**config.mk**
```make
export PLATFORM = sky130hd
export DESIGN_NAME = rr_arb8_ctrl
export DESIGN_NICKNAME = d
export VERILOG_FILES = /design/src/rtl/arb_pkg.sv /design/src/rtl/dec3to8_en.sv /design/src/rtl/rr_arb8_ctrl.sv
export SDC_FILE = /design/constraint.sdc
export NUM_CORES = 1
export LEC_CHECK = 0
export ABC_AREA = 0
export BUFFER_PORTS_ARGS = -buffer_cell sky130_fd_sc_hd__buf_2
export CORE_ASPECT_RATIO = 1.25
export CORE_MARGIN = 3
export CORE_UTILIZATION = 55
export CTS_CLUSTER_DIAMETER = 40
export DETAILED_ROUTE_END_ITERATION = 10
export PLACE_DENSITY = 0.79
export SETUP_SLACK_MARGIN = 0.2
export SLEW_MARGIN = 30
export SYNTH_ARGS = -nofsm -noshare
export SYNTH_HDL_FRONTEND = slang
export SYNTH_SLANG_ARGS = --single-unit
```
**constraint.sdc**
```tcl
create_clock -name clk -period 4.1 [get_ports clk]
set_input_delay 0.41 -clock clk [delete_from_list [all_inputs] [get_ports clk]]
set_output_delay 0.41 -clock clk [all_outputs]
set_load 0.1 [all_outputs]
```
**src/rtl/arb_pkg.sv**
```systemverilog
// Shared types and helpers for the 8-way round-robin arbiter.
package arb_pkg;

  localparam int N_REQ = 8;
  localparam int IDX_W = 3;

  typedef enum logic {
    ST_IDLE  = 1'b0,
    ST_GRANT = 1'b1
  } state_e;

  // Rotate req right by ptr, take the lowest set bit, add ptr back (3-bit wrap).
  function automatic logic [IDX_W-1:0] rr_pick(input logic [N_REQ-1:0] req_v,
                                               input logic [IDX_W-1:0] ptr_v);
    logic [2*N_REQ-1:0] dbl;
    logic [N_REQ-1:0]   rot;
    logic [IDX_W-1:0]   k;
    logic               found;
    dbl   = {req_v, req_v} >> ptr_v;
    rot   = dbl[N_REQ-1:0];
    k     = {IDX_W{1'b0}};
    found = 1'b0;
    for (int i = 0; i < N_REQ; i++) begin
      if (!found && rot[i]) begin
        k     = i[IDX_W-1:0];
        found = 1'b1;
      end else begin
        found = found;
      end
    end
    return ptr_v + k;
  endfunction

endpackage

```
**src/rtl/dec3to8_en.sv**
```systemverilog
// Combinational 3-to-8 one-hot decoder with enable; all-zero when disabled.
module dec3to8_en
  import arb_pkg::*;
(
  output logic [N_REQ-1:0] y,
  input  logic             En,
  input  logic [IDX_W-1:0] I
);

  // One-hot decode of I gated by En
  always_comb begin
    y = {N_REQ{1'b0}};
    if (En) begin
      y[I] = 1'b1;
    end else begin
      y = {N_REQ{1'b0}};
    end
  end

endmodule

```
**src/rtl/rr_arb8_ctrl.sv**
```systemverilog
// 8-way round-robin arbiter: grants one requester at a time, holds until release
// or hold timeout, then rotates priority to the requester after the owner.
module rr_arb8_ctrl
  import arb_pkg::*;
#(
  parameter int MAX_HOLD = 16,
  parameter int CNT_W    = 8
) (
  input  logic             clk,
  input  logic             rst,
  input  logic             En,
  input  logic [N_REQ-1:0] req,
  output logic [N_REQ-1:0] gnt,
  output logic [IDX_W-1:0] gnt_idx,
  output logic             gnt_vld,
  output logic             timeout
);

  localparam int               HOLD_LAST_I = (MAX_HOLD == 0) ? 0 : MAX_HOLD - 1;
  localparam logic [CNT_W-1:0] HOLD_LAST   = CNT_W'(HOLD_LAST_I);
  localparam logic [CNT_W-1:0] CNT_MAX     = {CNT_W{1'b1}};
  localparam logic [CNT_W-1:0] CNT_ONE     = CNT_W'(1);
  localparam logic             TO_EN       = (MAX_HOLD != 0);

  state_e             state_q, state_d;
  logic [IDX_W-1:0]   owner_q, owner_d;
  logic [IDX_W-1:0]   ptr_q, ptr_d;
  logic [CNT_W-1:0]   hold_q, hold_d;
  logic [N_REQ-1:0]   gnt_q, gnt_d;
  logic [IDX_W-1:0]   idx_q, idx_d;
  logic               vld_q, vld_d;
  logic               to_q, to_d;
  logic [IDX_W-1:0]   pick_s;

  assign pick_s = rr_pick(req, ptr_q);

  // Next-state logic; vld_d/owner_d describe the grant visible after the next edge
  always_comb begin
    state_d = state_q;
    owner_d = owner_q;
    ptr_d   = ptr_q;
    hold_d  = hold_q;
    vld_d   = 1'b0;
    to_d    = 1'b0;
    case (state_q)
      ST_IDLE: begin
        if (En && (req != {N_REQ{1'b0}})) begin
          owner_d = pick_s;
          hold_d  = {CNT_W{1'b0}};
          state_d = ST_GRANT;
          vld_d   = 1'b1;
        end else begin
          state_d = ST_IDLE;
        end
      end
      ST_GRANT: begin
        // Release wins over a coincident timeout
        if (!req[owner_q]) begin
          state_d = ST_IDLE;
          ptr_d   = owner_q + 3'd1;
        end else if (TO_EN && (hold_q == HOLD_LAST)) begin
          state_d = ST_IDLE;
          ptr_d   = owner_q + 3'd1;
          to_d    = 1'b1;
        end else begin
          vld_d  = 1'b1;
          hold_d = (hold_q == CNT_MAX) ? hold_q : hold_q + CNT_ONE;
        end
      end
      default: begin
        state_d = ST_IDLE;
      end
    endcase
  end

  dec3to8_en u_dec (
    .y  (gnt_d),
    .En (vld_d),
    .I  (owner_d)
  );

  assign idx_d = vld_d ? owner_d : {IDX_W{1'b0}};

  // State, pointer, hold counter and registered outputs
  always_ff @(posedge clk) begin
    if (rst) begin
      state_q <= ST_IDLE;
      owner_q <= {IDX_W{1'b0}};
      ptr_q   <= {IDX_W{1'b0}};
      hold_q  <= {CNT_W{1'b0}};
      gnt_q   <= {N_REQ{1'b0}};
      idx_q   <= {IDX_W{1'b0}};
      vld_q   <= 1'b0;
      to_q    <= 1'b0;
    end else begin
      state_q <= state_d;
      owner_q <= owner_d;
      ptr_q   <= ptr_d;
      hold_q  <= hold_d;
      gnt_q   <= gnt_d;
      idx_q   <= idx_d;
      vld_q   <= vld_d;
      to_q    <= to_d;
    end
  end

  assign gnt     = gnt_q;
  assign gnt_idx = idx_q;
  assign gnt_vld = vld_q;
  assign timeout = to_q;

endmodule

```
==> impl_metrics.yaml <==
sta:
  hold-worst-slack_ps: 361
  clock_skew_ps: 10.5
  max_freq_ghz: 0.302
  tns_ps: 0
  slew_headroom_pct: 37.6
  drv_slew: 0
  tightest_slew_ps: 931
  period_needed_ps: 3310
  hold_viol: 0
  rsz0062_at_grt: "no"
  fin_ws_ps: 789
  finalSetupViolations: 0
  finalCritPeriodShare_pct: 80.8
route:
  drc: 0
  drt_iter0_drc: 40
  antenna_left: 0
  wire_per_inst_um: 15.2
  dr.pass1.iters: 4
  via_per_inst: 5.96
  vias: 1348
  drt_wl_total_um: 3440
placement:
  dp_hpwl_um: 2740
  place_ws_ps: 840
  place.gp.congestion: 0.881
  portBuffers: 23
synth:
  ys_ff_latch: 27
  ys.flop_type: "dfxtp_1"
  yosys_warnings: 0
  yosys.area.top_type: "dfxtp_1"
  synth_top_area_share_pct: 35.1
  yosysSeqAreaShare_pct: 35.1
  synth_nets: 185
  netlist_instances: 170
  ys_top_cells_by_count: "dfxtp_1 (27), nor2_1 (17), mux2i_1 (11)"
  synth_cell_types: 45
  syn_area_sq_um: 1540
  synth_edf_count: 0
  avgSynthCellArea_sq_um: 9.05
  synthArstFlopShare_pct: 0
  synth_area_leaders: "dfxtp_1 (35%), mux2i_1 (7.2%), mux2_2 (4.4%)"
  synth_most_common_cell: "dfxtp_1"
layout:
  n_antenna_cell: 0
  syn_to_final_growth_pct: 10.4
  fin_nets: 209
  drive_gt1_share_pct: 20.2
  post-route-util_pct: 66.6
clock_tree:
  clock_latency_ps: 330
  postCtsSetupBuffers: 0
  htreeDepth: 1
  cts_hold_buf: 0
  clk_path_buf_depth: 2
  cts_num_sinks: 27
  clk_pin_slew_ps: 150
  cts_buffers: 3
  clockRootBuffer: "clkbuf_4"
  cts_tree: "built"
  cts_resized: 0
die:
  die_h_um: 65.1
  die_w_um: 53.3
  ios: 24
  start_util_pct: 60.3
  dieArea_sq_um: 3470
  core-area_sq_um: 2550
  core.rowCount: 20
worst_setup_path:
  crit_type: "reg -> reg"
  crit_path_end_kind: "flop"
  start_kind: "flop"
  cp_max_fo: 11
  cp.required_ps: 4340
  critPathArrivalTime_ps: 3560
power_and_ir_drop:
  power.total_mw: 0.573
  pwr_density_cell_nw_per_um2: 338
  ir_worst_vdd_uv: 205
  p_leak_nw: 0.702
job:
  max_cap_viol_count: 0
global_routing:
  grt_max_degree: 17
  antenna_found_initial: 0
  grt_first_pass_wirelength_um: 5850
  grt_overflow: 0
  track_usage_pct: 22.1
  first_global_vias: 1333
run_status:
  status: "finished clean"
hold_path:
  hp-class: "in -> reg"
cell families (layout without fill, tap and decap cells):
logic type / after synthesis / after routing / synth area share, %
fa+ha+maj: 4 / 4 / 3.74
simple gates: 60 / 60 / 19.8
flops: 27 / 27 / 35.1
buf+inv: 13 / 36 / 3.90
mux: 20 / 20 / 15.9
compound gates: 44 / 44 / 20.5
xor+xnor: 2 / 2 / 1.14
critical path: stages, from the launching register on:
cell,delay [ps]
dfxtp_1,680
mux2i_1,370
mux2i_1,200
o32ai_2,460
nand2_1,110
a21oi_1,150
ha_1,170
fa_1,430
mux2i_1,290
nand3_1,180
nor4_1,190
cell type report:
type                            instances  area [sq um]
Clock buffer                            3          22.5
Clock inverter                          1          7.51
Fill cell                             232           853
Inverter                                9          33.8
Multi-Input combinational cell        130           938
Sequential cell                        27           541
Tap cell                               33          41.3
Timing Repair Buffer                   23           115
final timing paths:
path / startpoint / to / slack (ps) / depth (start not counted)
worst max-delay path: ptr_q[1] / gnt[4] / 790 / 10
worst min register to register: hold_q[1] / hold_q[1] / 500 / 2
worst max register to register: ptr_q[1] / gnt[4] / 790 / 10
worst min-delay path: rst / ptr_q[0] / 360 / 2
state kept, by name, indices dropped and copies added, names as in the netlist:
name / count
gnt_vld: 1
gnt_idx: 3
gnt: 8
ptr_q: 3
owner_q: 3
hold_q: 8
timeout: 1
stage by stage:
step	instance area, sq um	instances
global placement	1670	222
detailed placement	1670	222
floorplan	1540	170
CTS	1700	226
global route	1700	226
finish	1700	226
power by group:
group	internal, mW	switching [mW]	total [mW]
clock	0.0374	0.0814	0.119
combinational	0.0530	0.116	0.169
sequential	0.274	0.0118	0.285
cell usage in the layout (no fill, tap or decap), drive strengths merged, types with 3 or more instances in the layout:
master   n
or3      5
a211oi   4
nand2   10
a31oi    4
o21ai   11
clkbuf   3
nand3    9
ha       3
nor4    10
mux2     6
nor2    17
a21oi   10
inv      8
o32ai    3
buf     23
mux2i   12
dfxtp   27
metal layers:
metal	GRT usage [%]	vias up	share of wire [%]
met4	7.03	0	2.2
li1	-	696	-
met5	0	-	0
met3	2.49	8	1.9
met1	23.4	628	41
met2	42.9	16	55
(Power assumes the default switching activity.)
